$ cat src/rtl/shift_pkg.sv
// Shared types for the R-type shift execute stage: funct codes, occupancy states, buffer entry.
// SHIFT_VARIABLE_EN (optional define) enables sllv/srlv/srav support.
package shift_pkg;

  localparam int XLEN_DEF    = 32;
  localparam int RADDR_W_DEF = 5;
  localparam int SHAMT_W     = $clog2(XLEN_DEF);

  typedef enum logic [5:0] {
    F_SLL  = 6'h00,
    F_SRL  = 6'h02,
    F_SRA  = 6'h03,
    F_SLLV = 6'h04,
    F_SRLV = 6'h06,
    F_SRAV = 6'h07
  } funct_e;

  typedef enum logic [1:0] {
    EMPTY = 2'd0,
    ONE   = 2'd1,
    TWO   = 2'd2
  } occ_e;

  // Buffer slot; sized by the package defaults, which the top-level parameters default to.
  typedef struct packed {
    logic [XLEN_DEF-1:0]    result;
    logic [RADDR_W_DEF-1:0] rd;
    logic                   illegal;
  } entry_t;

  function automatic logic is_variable(input logic [5:0] funct);
    return (funct == F_SLLV) || (funct == F_SRLV) || (funct == F_SRAV);
  endfunction

endpackage

$ cat src/rtl/shift_core.sv
// Combinational shifter: (funct, amount, value) -> (result, illegal).
// Variable-amount functs are only recognised when SHIFT_VARIABLE_EN is defined.
module shift_core
  import shift_pkg::*;
#(
  parameter int XLEN = XLEN_DEF
) (
  input  logic [5:0]         funct,
  input  logic [SHAMT_W-1:0] amount,
  input  logic [XLEN-1:0]    value,
  output logic [XLEN-1:0]    result,
  output logic               illegal
);

  always_comb begin
    result  = '0;
    illegal = 1'b0;
    case (funct)
      F_SLL:   result = value << amount;
      F_SRL:   result = value >> amount;
      F_SRA:   result = $signed(value) >>> amount;
`ifdef SHIFT_VARIABLE_EN
      F_SLLV:  result = value << amount;
      F_SRLV:  result = value >> amount;
      F_SRAV:  result = $signed(value) >>> amount;
`endif
      default: illegal = 1'b1;
    endcase
  end

endmodule

$ cat src/rtl/shift_exec_stage.sv
// Execute stage for R-type shifts: shifter followed by a 2-entry in-order output buffer.
// SHIFT_VARIABLE_EN (optional define) enables sllv/srlv/srav; otherwise they are flagged illegal.
module shift_exec_stage
  import shift_pkg::*;
#(
  parameter int XLEN    = XLEN_DEF,
  parameter int RADDR_W = RADDR_W_DEF
) (
  input  logic               clk,
  input  logic               rst,
  input  logic               in_valid,
  output logic               in_ready,
  input  logic [5:0]         in_funct,
  input  logic [4:0]         in_shamt,
  input  logic [XLEN-1:0]    in_rs_val,
  input  logic [XLEN-1:0]    in_rt_val,
  input  logic [RADDR_W-1:0] in_rd,
  output logic               out_valid,
  input  logic               out_ready,
  output logic [XLEN-1:0]    out_result,
  output logic [RADDR_W-1:0] out_rd,
  output logic               out_illegal
);

  occ_e             state_reg, state_next;
  logic             in_ready_reg;
  entry_t           slot_reg  [2];
  entry_t           slot_next [2];
  entry_t           new_entry;
  logic [SHAMT_W-1:0] amount;
  logic [XLEN-1:0]  core_result;
  logic             core_illegal;
  logic             in_xfer;
  logic             out_xfer;

`ifdef SHIFT_VARIABLE_EN
  logic unused_rs_hi;
  assign unused_rs_hi = ^in_rs_val[XLEN-1:SHAMT_W];
  assign amount = is_variable(in_funct) ? in_rs_val[SHAMT_W-1:0] : in_shamt;
`else
  logic unused_rs_all;
  assign unused_rs_all = ^in_rs_val;
  assign amount = in_shamt;
`endif

  shift_core #(.XLEN(XLEN)) u_core (
    .funct   (in_funct),
    .amount  (amount),
    .value   (in_rt_val),
    .result  (core_result),
    .illegal (core_illegal)
  );

  assign new_entry = '{result: core_result, rd: in_rd, illegal: core_illegal};

  assign in_xfer  = in_valid && in_ready_reg;
  assign out_xfer = out_valid && out_ready;

  always_comb begin
    state_next = state_reg;
    case (state_reg)
      EMPTY:   if (in_xfer) state_next = ONE;
      ONE: begin
        if (in_xfer && !out_xfer)      state_next = TWO;
        else if (out_xfer && !in_xfer) state_next = EMPTY;
      end
      TWO:     if (out_xfer) state_next = ONE;
      default: state_next = EMPTY;
    endcase
  end

  // Slot 0 is always the head; slot 1 only holds data in TWO and shifts down on a pop.
  always_comb begin
    slot_next[0] = slot_reg[0];
    slot_next[1] = slot_reg[1];
    case (state_reg)
      EMPTY: if (in_xfer) slot_next[0] = new_entry;
      ONE: begin
        if (in_xfer && out_xfer) slot_next[0] = new_entry;
        else if (in_xfer)        slot_next[1] = new_entry;
      end
      TWO: if (out_xfer) slot_next[0] = slot_reg[1];
      default: ;
    endcase
  end

  always_ff @(posedge clk) begin
    if (rst) begin
      state_reg    <= EMPTY;
      in_ready_reg <= 1'b1;
      for (int i = 0; i < 2; i++) slot_reg[i] <= '0;
    end else begin
      state_reg    <= state_next;
      in_ready_reg <= (state_next != TWO);
      for (int i = 0; i < 2; i++) slot_reg[i] <= slot_next[i];
    end
  end

  assign in_ready    = in_ready_reg;
  assign out_valid   = (state_reg != EMPTY);
  assign out_result  = slot_reg[0].result;
  assign out_rd      = slot_reg[0].rd;
  assign out_illegal = slot_reg[0].illegal;

endmodule

$ cat config.mk
export PLATFORM = sky130hd
export DESIGN_NAME = shift_exec_stage
export DESIGN_NICKNAME = d
export VERILOG_FILES = /design/src/rtl/shift_pkg.sv /design/src/rtl/shift_core.sv /design/src/rtl/shift_exec_stage.sv
export SDC_FILE = /design/constraint.sdc
export NUM_CORES = 1
export LEC_CHECK = 0
export BUFFER_PORTS_ARGS = -buffer_cell sky130_fd_sc_hd__buf_2
export CAP_MARGIN = 20
export CORE_UTILIZATION = 51
export CTS_CLUSTER_DIAMETER = 40
export DETAILED_ROUTE_END_ITERATION = 10
export GPL_TIMING_DRIVEN = 0
export PLACE_DENSITY = 0.83
export SLEW_MARGIN = 20
export SYNTH_ARGS = -nofsm -noshare
export SYNTH_HDL_FRONTEND = slang
export SYNTH_SLANG_ARGS = --single-unit
$ cat constraint.sdc
create_clock -name clk -period 3.1 [get_ports clk]
set_clock_uncertainty 0.05 [all_clocks]
set_input_delay 0.93 -clock clk [delete_from_list [all_inputs] [get_ports clk]]
set_output_delay 0.93 -clock clk [all_outputs]
set_load 0.02 [all_outputs]
# After elaboration in Yosys (flattened, before gate mapping)
# Memories as Yosys holds them, arrays and structs flattened.
# Cells that the tools add are included.
[classes] muxes=19 bitwise=2 eq_ne=5 shifts=3 n_reduce_logical=11
[op_table] op="two-way mux 38 bit" count=8
[op_table] op="case mux 38 bit (3 select lines)" count=1
[op_table] op="case mux 32 bit (3 select lines)" count=1
[op_table] op="<< shifter 32 x 5 -> 32 bit" count=1
[op_table] op="right shift 32 x 5 -> 32 bit" count=1
[op_table] op=">>> shifter 32 x 5 -> 32 bit" count=1
[op_table] op="== test 6 x 2 -> 1 bit (second input constant)" count=2
[op_table] op="two-way mux 2 bit" count=4
[op_table] op="zero test 6 bit" count=1
[op_table] op="case mux 2 bit (3 select lines)" count=1
[op_table] op="logical AND 1 bit" count=5
[op_table] op="two-way mux 1 bit" count=4
[op_table] op="OR reduction 3 bit" count=1
[op_table] op="== test 2 x 1 -> 1 bit (second input constant)" count=1
[op_table] op="== test 2 bit (second input constant)" count=1
[op_table] op="zero test 1 bit" count=2
[op_table] op="zero test 2 bit" count=1
[op_table] op="!= test 2 bit (second input constant)" count=1
[op_table] op="OR 1 bit" count=2
[op_table] op="nonzero test 2 bit" count=1
[word_totals] register_bits=3 wordCells=43 n_memories=1 ramBits=76
[memory_table] name="slot_reg" depth=2 word_bits=38 rd=2 rd_clocked_by_memory_dff=0 write_ports=2 line_no="shift_exec_stage.sv:27" source="entry_t slot_reg [2];"

# Depth between registers and ports, before layout
# Gate-level depths: netlist (run 1).
[depth] depth_word=7 ltp_mapped=10 ltp_nobuf=6

# Modules after synthesis
# Synthesis (run 1) repeated with hierarchy kept, for this count alone.
[unflattened] cells_unflattened=874 area_unflattened_um2=7369.6
[modules_own_cells] mod="shift_core" area_each_um2=3921.3 cells_per_inst=483 n_inst=1 seq_area_each_um2=0.0
[modules_own_cells] mod="shift_exec_stage" area_each_um2=3448.3 cells_per_inst=391 n_inst=1 seq_area_each_um2=1581.5

# Least setup slack after synthesis (run 1)
# No wires, ideal clock.
[synth_timing] path_type="input -> register" from="in in_shamt[0]" to="mem slot_reg[0][27] (netlist bit)" arrival_time_ns=2.608 stages=8 slack_ns=0.292 setup_time_ns=0.151 required_ns=2.899 cell_sequence="buf_6 > buf_8 > mux4_2 > and2_0 > a31oi_1 > nor2_1 > a2111oi_2 > a311oi_1"
[synth_lines] item="from (decl)" line_no="shift_exec_stage.sv:14" source="input logic [4:0] in_shamt,"
[synth_lines] item="to (decl)" line_no="shift_exec_stage.sv:27"

==> results of run 1 <==
-- layout make-up --
class                      instances  area share
clock buffer                      10     0.02680
sequential                        79      0.1773
clock inverter                     6    0.005752
multi-input combinational        713      0.6195
timing repair buffer              86     0.04910
tap                              184     0.02581
buffer                           133     0.09189
inverter                           9    0.003788
-- per-layer routing --
metal | routed length (um) | vias to the layer above
li1 | - | 3733
met1 | 12960 | 4182
met2 | 15960 | 776
met3 | 4092 | 190
met4 | 2785 | 0
met5 | 0 | -
-- critical path: cells and delay by family --
| kind | cells | cell delay, ps |
|---|---|---|
| AOI/OAI and AO/OA | 3 | 1000 |
| buffers and inverters | 2 | 340 |
| and+or+nand+nor | 3 | 1040 |
-- kinds of logic (layout without fill, tap and decap cells) --
| kind of cell | Yosys count | count (layout) |
|---|---|---|
| AOI/OAI and AO/OA | 257 | 257 |
| buffers and inverters | 142 | 244 |
| DFF | 79 | 79 |
| muxes | 141 | 141 |
| and+or+nand+nor | 315 | 315 |
-- cell usage after synthesis, types with 5 or more instances --
cell type / n
nor2_1: 93
nand3_1: 26
mux4_2: 45
o21ai_0: 47
a211oi_1: 20
nand2_1: 102
o22ai_1: 23
or2_2: 9
and2_1: 5
a31oi_1: 11
nor3_1: 21
a311oi_1: 21
o221ai_1: 12
dfxtp_1: 79
and3_1: 5
o211ai_1: 10
mux2_2: 27
a221oi_1: 7
a21oi_1: 44
clkbuf_1: 53
nor4_1: 9
buf_4: 44
o2111ai_1: 5
mux4_1: 7
o32ai_1: 6
nor2b_1: 7
nand2b_1: 8
or3_1: 13
inv_1: 8
buf_2: 24
o31ai_1: 5
mux2i_1: 62
-- worst min path at each step --
stage / slack (ps) / depth (start not counted) / endpoint / from
after floorplan: 380 / 2 / slot_reg[0][36]$_SDFFE_PP0P_ / slot_reg[0][36]$_SDFFE_PP0P_
after global placement: 390 / 2 / slot_reg[0][39]$_SDFFE_PP0P_ / slot_reg[0][39]$_SDFFE_PP0P_
after detailed placement: 400 / 2 / slot_reg[0][57]$_SDFFE_PP0P_ / slot_reg[0][57]$_SDFFE_PP0P_
after CTS: 410 / 2 / slot_reg[0][57]$_SDFFE_PP0P_ / slot_reg[0][57]$_SDFFE_PP0P_
after global routing: 430 / 2 / slot_reg[0][42]$_SDFFE_PP0P_ / slot_reg[0][42]$_SDFFE_PP0P_
final: 410 / 2 / slot_reg[0][42]$_SDFFE_PP0P_ / slot_reg[0][42]$_SDFFE_PP0P_
-- power breakdown --
group | total (mW) | switching [mW] | leakage, nW | internal [mW]
Sequential | 1.10 | 0.0332 | 0.644 | 1.07
Combinational | 1.23 | 0.771 | 2.67 | 0.454
Clock | 1.02 | 0.443 | 0.140 | 0.574
-- what timing repair did --
item / CTS / global route
endpoints found under the setup margin: 34 / 34
buffers inserted: 0 / 3
resized for setup: 19 / 28
pin swaps: 0 / 2
endpoints found under the hold margin: 0 / 0
==> metrics, run 1 <==
status=finished, violations left; failing checks=negative setup slack; clock sink count=79; Critical Path End Type=flip-flop; Compound-Gate Fraction of Synth Area=0.2310; CTS buffer count=9; FF+latch area=about 1600 sq um; RSZ-0062 raised after global routing=true; worst-margin pin slew=1061 ps; Setup WS post-layout=-16.51 ps; Achievable Freq=320.9 MHz; first-pass GRT wire length=53780 um; post-synth cell types=71; WP data arrival=3320 ps; met2 usage=0.7160; Max-cap violations=0; n_diodes=0; Adder-Cell Fraction of Synth Area=0; Die Wd=125.7 um; first drt pass iteration count=5; Post-Syn Instances=around 930; top_reg_cell synth=dfxtp_1; worst slack at placement=-639.6 ps; average size of a mapped cell=approximately 8.4 sq um; cts hold-fix bufs=0; dpl hpwl=approximately 28000 um; DRC Markers=0; syn nets=1018; Layout area overhead=14.29%; CP Class=in2reg; met3 Usage GRT=0.1062; Final Cell Area=8919 sq um; global route overflow=0; root buffer cell=clkbuf_16; CP max-delay cell=a211oi_1; commonest cells after routing, fill and taps aside=101 x buf_2, 101 x nand2_1, 91 x nor2_1, 79 x dfxtp_1, 59 x mux2i_1; Critical Path Sink=slot_reg[0][58]$_SDFFE_PP0P_; vias in the first global route=~8600; Core Box Area=14750 sq um; Overall Global Routing Usage=0.4541; ranking of synthesized cells by area=dfxtp_1 20%, mux4_2 13%, mux2i_1 8.0%, nand2_1 4.9%, nor2_1 4.5%; I/O Pins=124; filler cell count=1315; grt met1 use=0.5472; drt wl/cell=29.35 um; Initial Util=0.5289; share of layout cells above drive strength 1=0.2905; synthesized flop and latch total=79; top-area cell type share of the netlist area=0.2027; die area=roughly 16000 sq um; Largest stage delay, worst path=600 ps; H-tree depth=3; Final nets=1115; reg2reg start=state_reg[1]$_SDFF_PP0_; Inst Count DP=about 1200; Final Non-Filler Cells=1220; Core Util, Final=0.6045; WP data required=~3300 ps; later-pin clock latency in the skew report=~340 ps; Final setup viols=2; post-synth top area cell=dfxtp_1; final hold slack=407.2 ps; max FFs per register=76; Mapped Area=7804 sq um; setup_tns=-25.78 ps; Synth warnings=0; Leak=approximately 3.5 nW; multi-input logic area=~5500 sq um; routability cong.=1.079; placed inst area=8456 sq um; Total Power=3.344 mW; site row count=44; R2R setup slack=360 ps; Vias per Instance=roughly 7.3; CTS tree=built; worst-path maximum fanout=8; CTS Buffer Depth=2; initial antenna violation count=0; reg2reg end=slot_reg[0][12]$_SDFFE_PP0P_; post-synthesis xor/xnor area fraction=0; post-synthesis simple-gate area fraction=0.1890; Via Count=slightly below 9000; asr flop ratio synth=0; min Tclk post-route=3117 ps; Tcrit/Tclk final=1.005; layer with the highest usage=met2; final hold viol count=0; critical path cell sequence=buf_2 > or4_1 > buf_4 > nor2_2 > nand2_1 > a211oi_1 > a211oi_2 > a211oi_1; Crit. Startpoint=in_funct[3]; largest net degree at the start of global routing=16; Max VDD drop=0.2900 mV; pwr dens=374.9 nW/um^2; die span in y=125.7 um; Routed Antenna Nets=0; largest family of logic cells by synthesized area=multiplexers; Routed WL=35800 um; most frequent cell on the critical path=a211oi_1; Post-synth EDFFs=0; mux share of post-synthesis cell area=0.2719; Port Buffer Count=83; initial drt markers=1231; final slew viol count=0; Hold WC Path Type=reg2reg; CP Launch Type=input pin; Max-slew headroom=0.2871; r2r worst-path depth=8; sequential share of the synthesized area=0.2027; clock transition at the registers of the reported paths=around 60 ps
(Power assumes the default switching activity.)
==> run 2: changes to the inputs <==
- BUFFER_PORTS_ARGS: -buffer_cell sky130_fd_sc_hd__buf_2 -> unset
- DONT_BUFFER_PORTS: unset -> 1
- PLACE_DENSITY: 0.83 -> 0.76
- clock period: 3.1 -> 3.2 ns (I/O delays scaled with it)
==> run 2 against run 1 <==
The run still ends with negative setup slack left. Setup slack lost 36 ps. Sequential cell count is the same. Largest cell class unchanged. Final area is 5.7% lower. First-iteration DRC count up 3.7%. Via count down 3.4%. Total power decreased by 4.2%. Highest routed layer unchanged.
==> metrics, run 2 (synthesis gave the netlist of run 1 again) <==
I/O Pins=124; dpl hpwl=27090 um; Hold WC Path Type=reg2reg; Routed Antenna Nets=0; site row count=44; Crit path buffers/inverters=4; CP top delay family=compound AO/OA/AOI/OAI gates; WHS Endpoint=slot_reg[0][40]$_SDFFE_PP0P_; worst-path maximum fanout=10; CTS Buffer Depth=2; Psw=1.161 mW; cts hold-fix bufs=0; routability cong.=about 1.1; CTS buffer count=9; CP Launch Type=input pin; Tcrit/Tclk final=1.016; placed inst area=8040 sq um; Achievable Freq=307.5 MHz; pwr dens=between 300 and 400 nW/um^2; Overall Global Routing Usage=0.4360; max FFs per register=76; Die Wd=125.7 um; Vias per Instance=about 7.6; logic gate share of total power=0.337; commonest cells after routing, fill and taps aside=102 x nand2_1, 93 x nor2_1, 79 x dfxtp_1, 58 x mux2i_1, 52 x clkbuf_1; n_diodes=0; min Tclk post-route=3252 ps; Max-cap violations=0; worst hold path cell count=2; Routed WL=34600 um; Cell Int Power=2.043 mW; Largest stage delay, worst path=660 ps; clock share of power=0.331; CTS tree=built; first drt pass iteration count=9; Max VDD drop=0.2411 mV; commonest non-fill, non-tap cell in the layout=nand2_1; Max-slew headroom=0.2907; status=finished, violations left; vias in the first global route=7967; drt wl/cell=30.49 um; origin of the worst min-delay path=slot_reg[0][40]$_SDFFE_PP0P_; Leak=between 3 and 4 nW; final hold viol count=0; critical path cell sequence=buf_6 > buf_8 > buf_6 > buf_4 > mux2i_1 > a22oi_1 > nand3_1 > o21ai_0 > a2111oi_1 > o21ai_0; final slew viol count=0; R2R setup slack=670 ps; die span in y=125.7 um; H-tree depth=3; DRC Markers=0; failing checks=negative setup slack; Total Power=3.204 mW; Final setup viols=1; Via Count=8581; Core Box Area=around 15000 sq um; later-pin clock latency in the skew report=roughly 350 ps; sequential cell fraction of total power=0.332; first-pass GRT wire length=50870 um; Initial Util=0.5289; Setup WS post-layout=-52.30 ps; reg2reg start=state_reg[1]$_SDFF_PP0_; global route overflow=0; initial antenna violation count=0; Port Buffer Count=0; initial drt markers=1276; clock sink count=79; clock transition at the registers of the reported paths=60 ps; WP data arrival=between 3000 and 4000 ps; largest net degree at the start of global routing=16; CP max-delay cell=a2111oi_1; Core Util, Final=0.5700; CP Class=in2reg; setup_tns=-52.30 ps; worst-margin pin slew=approximately 1100 ps; RSZ-0062 raised after global routing=true; Final Cell Area=8411 sq um; Layout area overhead=7.776%; Critical Path End Type=flip-flop; root buffer cell=clkbuf_16; WP data required=3360 ps; share of layout cells above drive strength 1=0.2114; switching share of power=0.3624; reg2reg end=slot_reg[0][18]$_SDFFE_PP0P_; die area=approximately 16000 sq um; Final nets=1030; r2r worst-path depth=8
==> run 2: changes by cell type in the layout (fill, tap and decap cells not counted), sizes merged <==
cell | previous run | this run
bufinv | 0 | 1
buf | 161 | 78
clkbuf | 68 | 65
clkinv | 4 | 3
inv | 10 | 11
==> run 2: worst max-delay path by stage <==
stage / start / end / slack, ps / cells after the start
after floorplan: in_shamt[0] / slot_reg[0][27]$_SDFFE_PP0P_ / 360 / 8
after global placement: in_shamt[1] / slot_reg[0][20]$_SDFFE_PP0P_ / -540 / 7
after detailed placement: in_shamt[1] / slot_reg[0][20]$_SDFFE_PP0P_ / -440 / 7
after CTS: in_shamt[0] / slot_reg[0][54]$_SDFFE_PP0P_ / 6 / 10
after global routing: in_shamt[0] / slot_reg[0][16]$_SDFFE_PP0P_ / -20 / 10
final: in_shamt[0] / slot_reg[0][54]$_SDFFE_PP0P_ / -50 / 10
==> run 2: worst register-to-register path: stages (launching register included) <==
cell and delay, ps:
dfxtp_1 420, nand3b_1 160, a21oi_1 100, a21oi_1 420
buf_2 350, clkbuf_1 510, nor3_1 100, a31oi_1 190
o21ai_0 100
==> run 2: area by class of cell <==
cell class              count  area, sq um
fillers                  1369         6344
multi-input cells         713         5455
flip-flops and latches     79         1582
plain buffers             133        797.0
well taps                 184        230.2
clock buffers               9        225.2
clock inverters             7        80.08
inverters                   9        33.78
repair buffers              1        7.507
==> run 2: metal layers <==
layer | vias up | wire [um] | GRT usage
li1 | 3563 | - | -
met1 | 4074 | 13200 | 0.5749
met2 | 796 | 14330 | 0.6363
met3 | 148 | 5030 | 0.1325
met4 | 0 | 2043 | 0.2396
met5 | - | 0 | 0
==> run 2: stage by stage <==
step / hold WS [ps] / setup slack [ps] / cells
after CTS: 405.3 / 6.346 / 1134
after detailed placement: 397.2 / -441.4 / 1118
after global routing: 423.3 / -20.60 / 1135
after floorplan: 376.3 / 361.9 / 934
final: 405.8 / -52.30 / 1135
after global placement: 392.2 / -536.0 / 1118
==> run 2: timing repair <==
item | in CTS | in global routing
pin swaps | 0 | 1
setup buffers | 0 | 1
gates resized for setup | 3 | 13
setup endpoints to repair | 5 | 13
==> run 2: power groups by stage <==
stage	Clock, mW	Combinational [mW]	Sequential, mW
floorplan	0	0.727	1.08
global placement	0	1.02	1.08
detailed placement	0	1.02	1.09
CTS	1.06	1.02	1.06
global route	1.09	1.11	1.07
finish	1.06	1.08	1.06
